<file path="src/rtl/fft_seq_pkg.sv">
// fft_seq_pkg: state encoding and width helpers for the FFT stage sequencer
package fft_seq_pkg;
  typedef enum logic [2:0] {IDLE, LOAD_EXT, CFILL, CALC, LOAD_FB, DONE} state_e;
  function automatic int nstage(int n);
    return $clog2(n);
  endfunction
  function automatic int addr_w(int n);
    return $clog2(n);
  endfunction
  function automatic int stage_w(int n);
    return $clog2(n / 4);
  endfunction
  function automatic int fill_w(int c);
    return $clog2(c + 1);
  endfunction
endpackage

</file>
<file path="src/rtl/fft_stage_sequencer_word_mux.sv">
// fft_word_mux: combinational select of one MSB-wide word from an N-word bus
module fft_word_mux #(
  parameter int N   = 16,
  parameter int MSB = 16
) (
  input  logic [N*MSB-1:0]     data,
  input  logic [$clog2(N)-1:0] sel,
  output logic [MSB-1:0]       word
);
  assign word = data[sel*MSB +: MSB];
endmodule

</file>
<file path="src/rtl/fft_stage_sequencer.sv">
// fft_stage_sequencer: loads N samples, then drives fill/calc/write-back for every FFT stage
module fft_stage_sequencer
  import fft_seq_pkg::*;
#(
  parameter int N             = 16,
  parameter int MSB           = 16,
  parameter int C_FILL_CYCLES = 12
) (
  input  logic                       clk,
  input  logic                       rst_n,
  input  logic                       s_valid,
  output logic                       s_ready,
  input  logic [MSB-1:0]             s_data,
  input  logic [N*MSB-1:0]           fb_data,
  input  logic                       calc_finish,
  output logic [MSB-1:0]             data_in,
  output logic [$clog2(N)-1:0]       addr_counter,
  output logic [$clog2(N/4)-1:0]     stage,
  output logic                       fill_regs,
  output logic                       start_calc,
  output logic                       busy,
  output logic                       out_valid
);
  localparam int NSTAGE  = nstage(N);
  localparam int ADDR_W  = addr_w(N);
  localparam int STAGE_W = stage_w(N);
  localparam int FILL_W  = fill_w(C_FILL_CYCLES);
  state_e state_q, state_d;
  logic [ADDR_W-1:0]  cnt_q, cnt_d, addr_q, addr_d, sel;
  logic [FILL_W-1:0]  fill_cnt_q, fill_cnt_d;
  logic [STAGE_W-1:0] stage_q, stage_d;
  logic [MSB-1:0]     data_q, data_d, fb_word;
  logic fill_q, fill_d, start_q, start_d, ready_q, ready_d, busy_q, busy_d, ovalid_q, ovalid_d;
  logic hs;
  assign hs = s_valid & ready_q;
  // fb word is fetched one cycle ahead so data_in and addr_counter land together
  assign sel = (state_q == CALC) ? '0 : addr_q + 1'b1;
  fft_word_mux #(.N(N), .MSB(MSB)) u_mux (.data(fb_data), .sel(sel), .word(fb_word));
  always_comb begin
    state_d    = state_q;
    cnt_d      = cnt_q;
    addr_d     = addr_q;
    data_d     = data_q;
    stage_d    = stage_q;
    fill_cnt_d = fill_cnt_q;
    case (state_q)
      IDLE: if (hs) begin
        state_d = LOAD_EXT;
        cnt_d   = ADDR_W'(1);
        addr_d  = '0;
        data_d  = s_data;
        stage_d = '0;
      end
      LOAD_EXT: if (hs) begin
        data_d  = s_data;
        addr_d  = cnt_q;
        cnt_d   = cnt_q + 1'b1;
        state_d = (cnt_q == ADDR_W'(N - 1)) ? CFILL : LOAD_EXT;
      end
      CFILL: begin
        fill_cnt_d = (fill_cnt_q == FILL_W'(C_FILL_CYCLES - 1)) ? '0 : fill_cnt_q + 1'b1;
        state_d    = (fill_cnt_q == FILL_W'(C_FILL_CYCLES - 1)) ? CALC : CFILL;
      end
      // start_q marks the pulse cycle, in which calc_finish is not yet meaningful
      CALC: if (!start_q && calc_finish) begin
        if (stage_q == STAGE_W'(NSTAGE - 1)) state_d = DONE;
        else begin
          state_d = LOAD_FB;
          stage_d = stage_q + 1'b1;
          addr_d  = '0;
          data_d  = fb_word;
        end
      end
      LOAD_FB: if (addr_q == ADDR_W'(N - 1)) state_d = CFILL;
      else begin
        addr_d = addr_q + 1'b1;
        data_d = fb_word;
      end
      DONE: state_d = IDLE;
      default: state_d = IDLE;
    endcase
    fill_d   = (state_d == CFILL) && (state_q != CFILL);
    start_d  = (state_d == CALC) && (state_q != CALC);
    ovalid_d = (state_d == DONE);
    ready_d  = (state_d == IDLE) || (state_d == LOAD_EXT);
    busy_d   = (state_d != IDLE);
  end
  always_ff @(posedge clk or negedge rst_n) begin
    if (!rst_n) begin
      state_q    <= IDLE;
      cnt_q      <= '0;
      addr_q     <= '0;
      data_q     <= '0;
      stage_q    <= '0;
      fill_cnt_q <= '0;
      fill_q     <= 1'b0;
      start_q    <= 1'b0;
      ready_q    <= 1'b0;
      busy_q     <= 1'b0;
      ovalid_q   <= 1'b0;
    end else begin
      state_q    <= state_d;
      cnt_q      <= cnt_d;
      addr_q     <= addr_d;
      data_q     <= data_d;
      stage_q    <= stage_d;
      fill_cnt_q <= fill_cnt_d;
      fill_q     <= fill_d;
      start_q    <= start_d;
      ready_q    <= ready_d;
      busy_q     <= busy_d;
      ovalid_q   <= ovalid_d;
    end
  end
  assign s_ready      = ready_q;
  assign data_in      = data_q;
  assign addr_counter = addr_q;
  assign stage        = stage_q;
  assign fill_regs    = fill_q;
  assign start_calc   = start_q;
  assign busy         = busy_q;
  assign out_valid    = ovalid_q;
endmodule

</file>
<file path="config.mk">
export PLATFORM = sky130hd
export DESIGN_NAME = fft_stage_sequencer
export DESIGN_NICKNAME = d
export VERILOG_FILES = /design/src/rtl/fft_seq_pkg.sv /design/src/rtl/fft_stage_sequencer_word_mux.sv /design/src/rtl/fft_stage_sequencer.sv
export SDC_FILE = /design/constraint.sdc
export NUM_CORES = 1
export LEC_CHECK = 0
export ABC_CLOCK_PERIOD_IN_PS = 2170
export BUFFER_PORTS_ARGS = -buffer_cell sky130_fd_sc_hd__buf_2
export CAP_MARGIN = 10
export CELL_PAD_IN_SITES_DETAIL_PLACEMENT = 0
export CELL_PAD_IN_SITES_GLOBAL_PLACEMENT = 1
export CORE_MARGIN = 10
export CORE_UTILIZATION = 27
export DETAILED_ROUTE_END_ITERATION = 8
export HOLD_SLACK_MARGIN = 0.06
export PLACE_DENSITY = 0.89
export SYNTH_ARGS = -nofsm -noshare
export SYNTH_HDL_FRONTEND = slang
export SYNTH_SLANG_ARGS = --single-unit
</file>
<file path="constraint.sdc">
create_clock -name clk -period 2.17 [get_ports clk]
set_input_delay 0.1085 -clock clk [delete_from_list [all_inputs] [get_ports clk]]
set_output_delay 0.1085 -clock clk [all_outputs]
set_load 0.05 [all_outputs]
</file>
# Word-level counts from Yosys, hierarchy flattened
# Index checks and enable logic that the tools add are counted.
[classes]
shifts = 1
mul = 0
magnitude_cmp = 0
n_reduce_logical = 17
muxes = 28
n_div = 0
n_eq_ne = 20
bitwise_logic = 1
n_addsub = 4
[ops]
columns = ["operator", "count"]
rows = [
  ["$shiftx A256 B9 Y16", 1],
  ["$mux W16", 4],
  ["$pmux W16 S3", 1],
  ["$mux W4", 9],
  ["$pmux W4 S4", 1],
  ["$pmux W3 S5", 1],
  ["$add A4 B1 Y4 const B", 3],
  ["$eq A3 B2 Y1 const B", 4],
  ["$eq A4 B4 Y1 const B", 3],
  ["$mux W3", 4],
  ["$mux W2", 4],
  ["$ne A2 B2 Y1 const B", 4],
  ["$pmux W4 S2", 1],
  ["$eq A3 B1 Y1 const B", 2],
  ["$eq A3 B3 Y1 const B", 2],
  ["$logic_not A3 Y1", 2],
  ["$ne A3 B2 Y1 const B", 2],
  ["$reduce_and A6 Y1", 1],
  ["$reduce_bool A3 Y1", 2],
  ["$reduce_and A5 Y1", 1],
  ["$ne A2 B1 Y1 const B", 2],
  ["$pmux W2 S2", 1],
  ["$reduce_and A4 Y1", 1],
  ["$reduce_bool A2 Y1", 2],
  ["10 further kinds", 13],
]
[totals]
rom_bits = 0
ram_bits = 0
latchBits = 0
n_memories = 0
register_bits = 38
wordCells = 82
out_inout_bits = 27
input_bits = 276

# Logic depth before layout (Yosys ltp)
[depth]
depth_word = 6
depth_mapped = 9
depth_no_buf = 6

# By module
# From an unflattened synthesis, not the netlist that was laid out.
[hier_totals]
cells_unflattened = 301
hier_area_um2 = 3972.6
[by_module_without_submodules]
columns = ["mod", "cells_per_inst", "area_each_um2", "seq_area_each_um2", "n_inst"]
rows = [
  ["fft_stage_sequencer", 164, 2039.5, 950.9, 1],
  ["fft_word_mux", 137, 1933.1, 0.0, 1],
]

# Worst setup path after synthesis
# No wires, ideal clock.
[synth_path]
kind = "register -> register"
startpoint = "register addr_q[0] (netlist: addr_counter[0])"
endpoint = "register data_q[10] (netlist: data_in[10])"
setup_ps = 140
slack_ps = -172
n_path_buf = 2
path_stages_with_launch = 7
required_ps = 2030
t_arrival_ps = 2203
path_cell_list = "dfrtp_1 -> ha_1 -> buf_2 -> buf_2 -> mux4_2 -> o21ai_0 -> o211ai_1"
[synth_between]
elab_chain_cells = 6
[synth_lines]
columns = ["item", "line", "source"]
rows = [
  ["from (decl)", "fft_stage_sequencer.sv:29", "logic [ADDR_W-1:0] cnt_q, cnt_d, addr_q, addr_d, sel;"],
  ["from (signal assigned)", "fft_stage_sequencer.sv:104", "addr_q <= addr_d;"],
  ["$add A4 B1 Y4", "fft_stage_sequencer.sv:37", "assign sel = (state_q == CALC) ? '0 : addr_q + 1'b1;"],
  ["$mux W4", "fft_stage_sequencer.sv:37", ""],
  ["$shiftx A256 B9 Y16", "fft_stage_sequencer_word_mux.sv:10", "assign word = data[sel*MSB +: MSB];"],
  ["$mux W16", "fft_stage_sequencer.sv:66", "if (stage_q == STAGE_W'(NSTAGE - 1)) state_d = DONE;"],
  ["$mux W16", "fft_stage_sequencer.sv:65", "CALC: if (!start_q && calc_finish) begin"],
  ["$pmux W16 S3", "fft_stage_sequencer.sv:46", "case (state_q)"],
  ["to (signal assigned)", "fft_stage_sequencer.sv:105", "data_q <= data_d;"],
  ["to (decl)", "fft_stage_sequencer.sv:32", "logic [MSB-1:0] data_q, data_d, fb_word;"],
]
# Several ways; a longest one is shown, not always the timed one. The select of a mux whose other input is x is not followed.
# A chain may end at the register's enable or synchronous reset.

# Worst setup path in the final report
[layout_path]
startpoint = "register addr_q[0] (netlist: addr_counter[0])"
endpoint = "register data_q[9] (netlist: data_in[9])"
# The elaborated chain is that of the path after synthesis.

==> flow_metrics.env <==
export IMPL_status="complete, no violations"
export IMPL_relSlewSlack=0.4055
export IMPL_post_route_util=0.4164
export IMPL_tns_ns=0
export IMPL_overflow=0
export IMPL_cap_violations=0
export IMPL_r2r_start="addr_counter[0]$_DFFE_PN0P_"
export IMPL_period_share=0.9750
export IMPL_ir_drop_mv=0.7676
export IMPL_fin_ws_ns=0.05422
export IMPL_cp_max_fo=10
export IMPL_final_area_um2=7153
export IMPL_busiest_layer="met2"
export IMPL_cp_start_kind="flip-flop"
export IMPL_dpl_cell_area_um2=6834
export IMPL_ys_async_sr_fraction=1.000
export IMPL_pwr_share_comb=0.792
export IMPL_hpwl_um=19830
export IMPL_clock_skew_final_ns=0.002349
export IMPL_rr_worst_depth=5
export IMPL_seq_power_share=0.118
export IMPL_hold_start="s_data[14]"
export IMPL_yosys_most_used_dff="dfrtp_1"
export IMPL_layout_drive_gt1_share=0.4839
export IMPL_layout_area_overhead_vs_synth_pct=52.09
export IMPL_postSynthCellCount=593
export IMPL_drtIter0Drc=417
export IMPL_leakage_nw=3.264
export IMPL_cp_required_ns=2.33
export IMPL_regArea_um2=955.9
export IMPL_grt_max_degree=57
export IMPL_tightest_slew_ns=0.8917
export IMPL_synth_seq_area_share=0.2022
export IMPL_critPathKind="flip-flop to flip-flop"
export IMPL_avgSynthCellArea_um2=7.931
export IMPL_yosysMostFrequentCell="nand2_1"
export IMPL_use_met2=0.3136
export IMPL_place_congestion=0.8828
export IMPL_fmax_mhz=472.6
export IMPL_ys_ff_latch=38
export IMPL_synth_edff_count=0
export IMPL_clkTransAtPathRegs_ns=0.06
export IMPL_met1_usage=0.2428
export IMPL_nNetsFinal=1180
export IMPL_slew_violations=0
export IMPL_cts_tree="yes"
export IMPL_routed_wirelength_um=23640
export IMPL_coreArea_um2=17180
export IMPL_fillerInstances=1823
export IMPL_switching_share=0.4912
export IMPL_intPower_mw=5.606
export IMPL_rsz0062_at_grt="yes"
export IMPL_fp_row_count=48
export IMPL_dieArea_um2=23100
export IMPL_first_pass_iters=5
export IMPL_dp_slack_ns=-0.1891
export IMPL_p_per_area_nw_per_um2=1540
export IMPL_crit_path_end_kind="flip-flop"
export IMPL_cp_arrival_ns=2.27
export IMPL_r2r_slack_ns=0.05
export IMPL_drcViolationCount=0
export IMPL_netlist_top_cells_count="72 x nand2_1, 39 x nor2b_1, 39 x o21ai_0"
export IMPL_synth_area_leaders="dfrtp_1 20%, mux4_2 7.7%, mux2_2 7.4%, nand2_1 5.7%, nor2b_1 5.2%"
export IMPL_setup_violations=0
export IMPL_grt_pass1_wl_um=35440
export IMPL_synth_area_leader_cell="dfrtp_1"
export IMPL_cts_sinks=38
export IMPL_cts_buffers=5
export IMPL_routedWlPerCell_um=20.84
export IMPL_portBuffers=302
export IMPL_num_vias=5892
export IMPL_cts_path_max_buffers=2
export IMPL_multi_input_area_um2=3530
export IMPL_yosys_warnings=0
export IMPL_synth_cell_type_count=54
export IMPL_htreeDepth=2
export IMPL_hold_end="data_in[14]$_DFFE_PN0P_"
export IMPL_avgViaCountPerCell=5.196
export IMPL_fp_dieH_um=152.0
export IMPL_ant_nets=0
export IMPL_hold_violations=0
export IMPL_io_pins=303
export IMPL_hold_depth=3
export IMPL_root_buffer="clkbuf_16"
export IMPL_rr_endpoint="data_in[9]$_DFFE_PN0P_"
export IMPL_p_sw_mw=5.412
export IMPL_synthesis_nets=873
export IMPL_antenna_found_initial=10
export IMPL_hp_class="input port to flip-flop"
export IMPL_initial_core_util=0.2738
export IMPL_die_w_um=152.0
export IMPL_clk_latency_ns=0.28
export IMPL_p_clk_frac=0.090
export IMPL_synth_top_cell_area_share=0.2022
export IMPL_power_mw=11.02
export IMPL_min_period_ns=2.116
export IMPL_grt_util_all_layers=0.1904
export IMPL_netlist_area_um2=4703
export IMPL_grt_pass1_vias=6098
export IMPL_gr_usage_met3=0.05504
==> cell usage in the layout, fill, tap and decap left out, types with 3 or more instances in the layout <==
master	instances
diode_2	8
mux4_2	16
nand2_1	72
clkbuf_16	6
nand2b_1	16
nor3b_1	4
a2111oi_0	3
a2111oi_2	5
a22oi_1	16
a22o_1	3
o311ai_0	12
dfrtp_1	36
nor2b_1	39
a2111oi_1	6
a21o_1	3
ha_1	3
buf_2	302
buf_12	12
buf_4	46
o221ai_1	15
nand3b_1	17
o211ai_1	17
nand3_1	33
a21oi_1	38
nor2_1	24
mux2_2	31
nor3_1	22
mux2i_1	17
o21ai_0	39
o311ai_1	5
==> critical path, stage by stage (launching register included) <==
cell and delay, ns:
dfrtp_4 0.51, ha_4 0.40, buf_4 0.20, mux4_2 0.53
o21ai_0 0.24, o211ai_1 0.11
==> stage by stage <==
step	hold WS (ns)	std cells
2_1_floorplan	-0.1871	593
3_3_place_gp	0.2857	1116
3_5_place_dp	0.2784	1116
4_1_cts	0.09397	1125
5_1_grt	0.09612	1129
6_report	0.09519	1134
==> cell type report <==
type                    instances  area share
well taps                     225     0.03936
clock buffers                   6     0.01942
multi-input cells             490      0.4934
flip-flops and latches         38      0.1336
inverters                       2    0.001050
repair buffers                363      0.3019
diodes                          8    0.002799
clock inverters                 2    0.008396
==> how the worst max path moves through the flow <==
stage                                      startpoint                      end  slack, ns  depth (start not counted)
after floorplan           addr_counter[0]$_DFFE_PN0P_  data_in[10]$_DFFE_PN0P_       0.02                          6
after global placement    addr_counter[0]$_DFFE_PN0P_   data_in[9]$_DFFE_PN0P_      -0.22                          7
after detailed placement  addr_counter[0]$_DFFE_PN0P_   data_in[9]$_DFFE_PN0P_      -0.19                          7
after CTS                 addr_counter[0]$_DFFE_PN0P_   data_in[5]$_DFFE_PN0P_       0.01                          7
after global routing      addr_counter[0]$_DFFE_PN0P_   data_in[9]$_DFFE_PN0P_      -0.02                          5
final                     addr_counter[0]$_DFFE_PN0P_   data_in[9]$_DFFE_PN0P_       0.05                          5
==> power by group through the flow <==
stage	Clock, mW	Combinational [mW]	Sequential [mW]
floorplan	0	4.69	1.97
global placement	0	8.28	1.30
detailed placement	0	8.33	1.31
CTS	0.996	8.46	1.30
global route	1.02	9.47	1.35
finish	0.988	8.72	1.31
==> flip-flops by register name, summed over array words and instances, names as in the netlist <==
| signal | flops |
|---|---|
| busy | 1 |
| cnt_q | 4 |
| out_valid | 1 |
| fill_cnt_q | 4 |
| addr_counter | 4 |
| stage | 2 |
| fill_regs | 1 |
| state_q | 3 |
| start_calc | 1 |
| data_in | 16 |
| s_ready | 1 |
==> kinds of logic after synthesis <==
group / share of synthesized area
XOR/XNOR: 0.005588
AND/OR/NAND/NOR: 0.2753
adder cells (fa/ha/maj): 0.01064
AO/OA/AOI/OAI: 0.2533
buffers and inverters: 0.06598
multiplexers: 0.1870
flip-flops: 0.2022
==> per-layer routing <==
| layer | share of wire | vias up |
|---|---|---|
| met5 | 0.00063 | - |
| met4 | 0.017 | 4 |
| met3 | 0.084 | 27 |
| met2 | 0.48 | 238 |
| met1 | 0.42 | 2757 |
| li1 | - | 2866 |
==> timing repair <==
| item | 4_1_cts | 5_1_grt |
|---|---|---|
| cloned | 0 | 1 |
| hold buffers | 1 | 0 |
| hold endpoints to repair | 38 | 0 |
| setup endpoints to repair | 5 | 12 |
| buffers inserted | 0 | 0 |
| gates resized for setup | 8 | 13 |
Power figures use the tool's default switching activity.
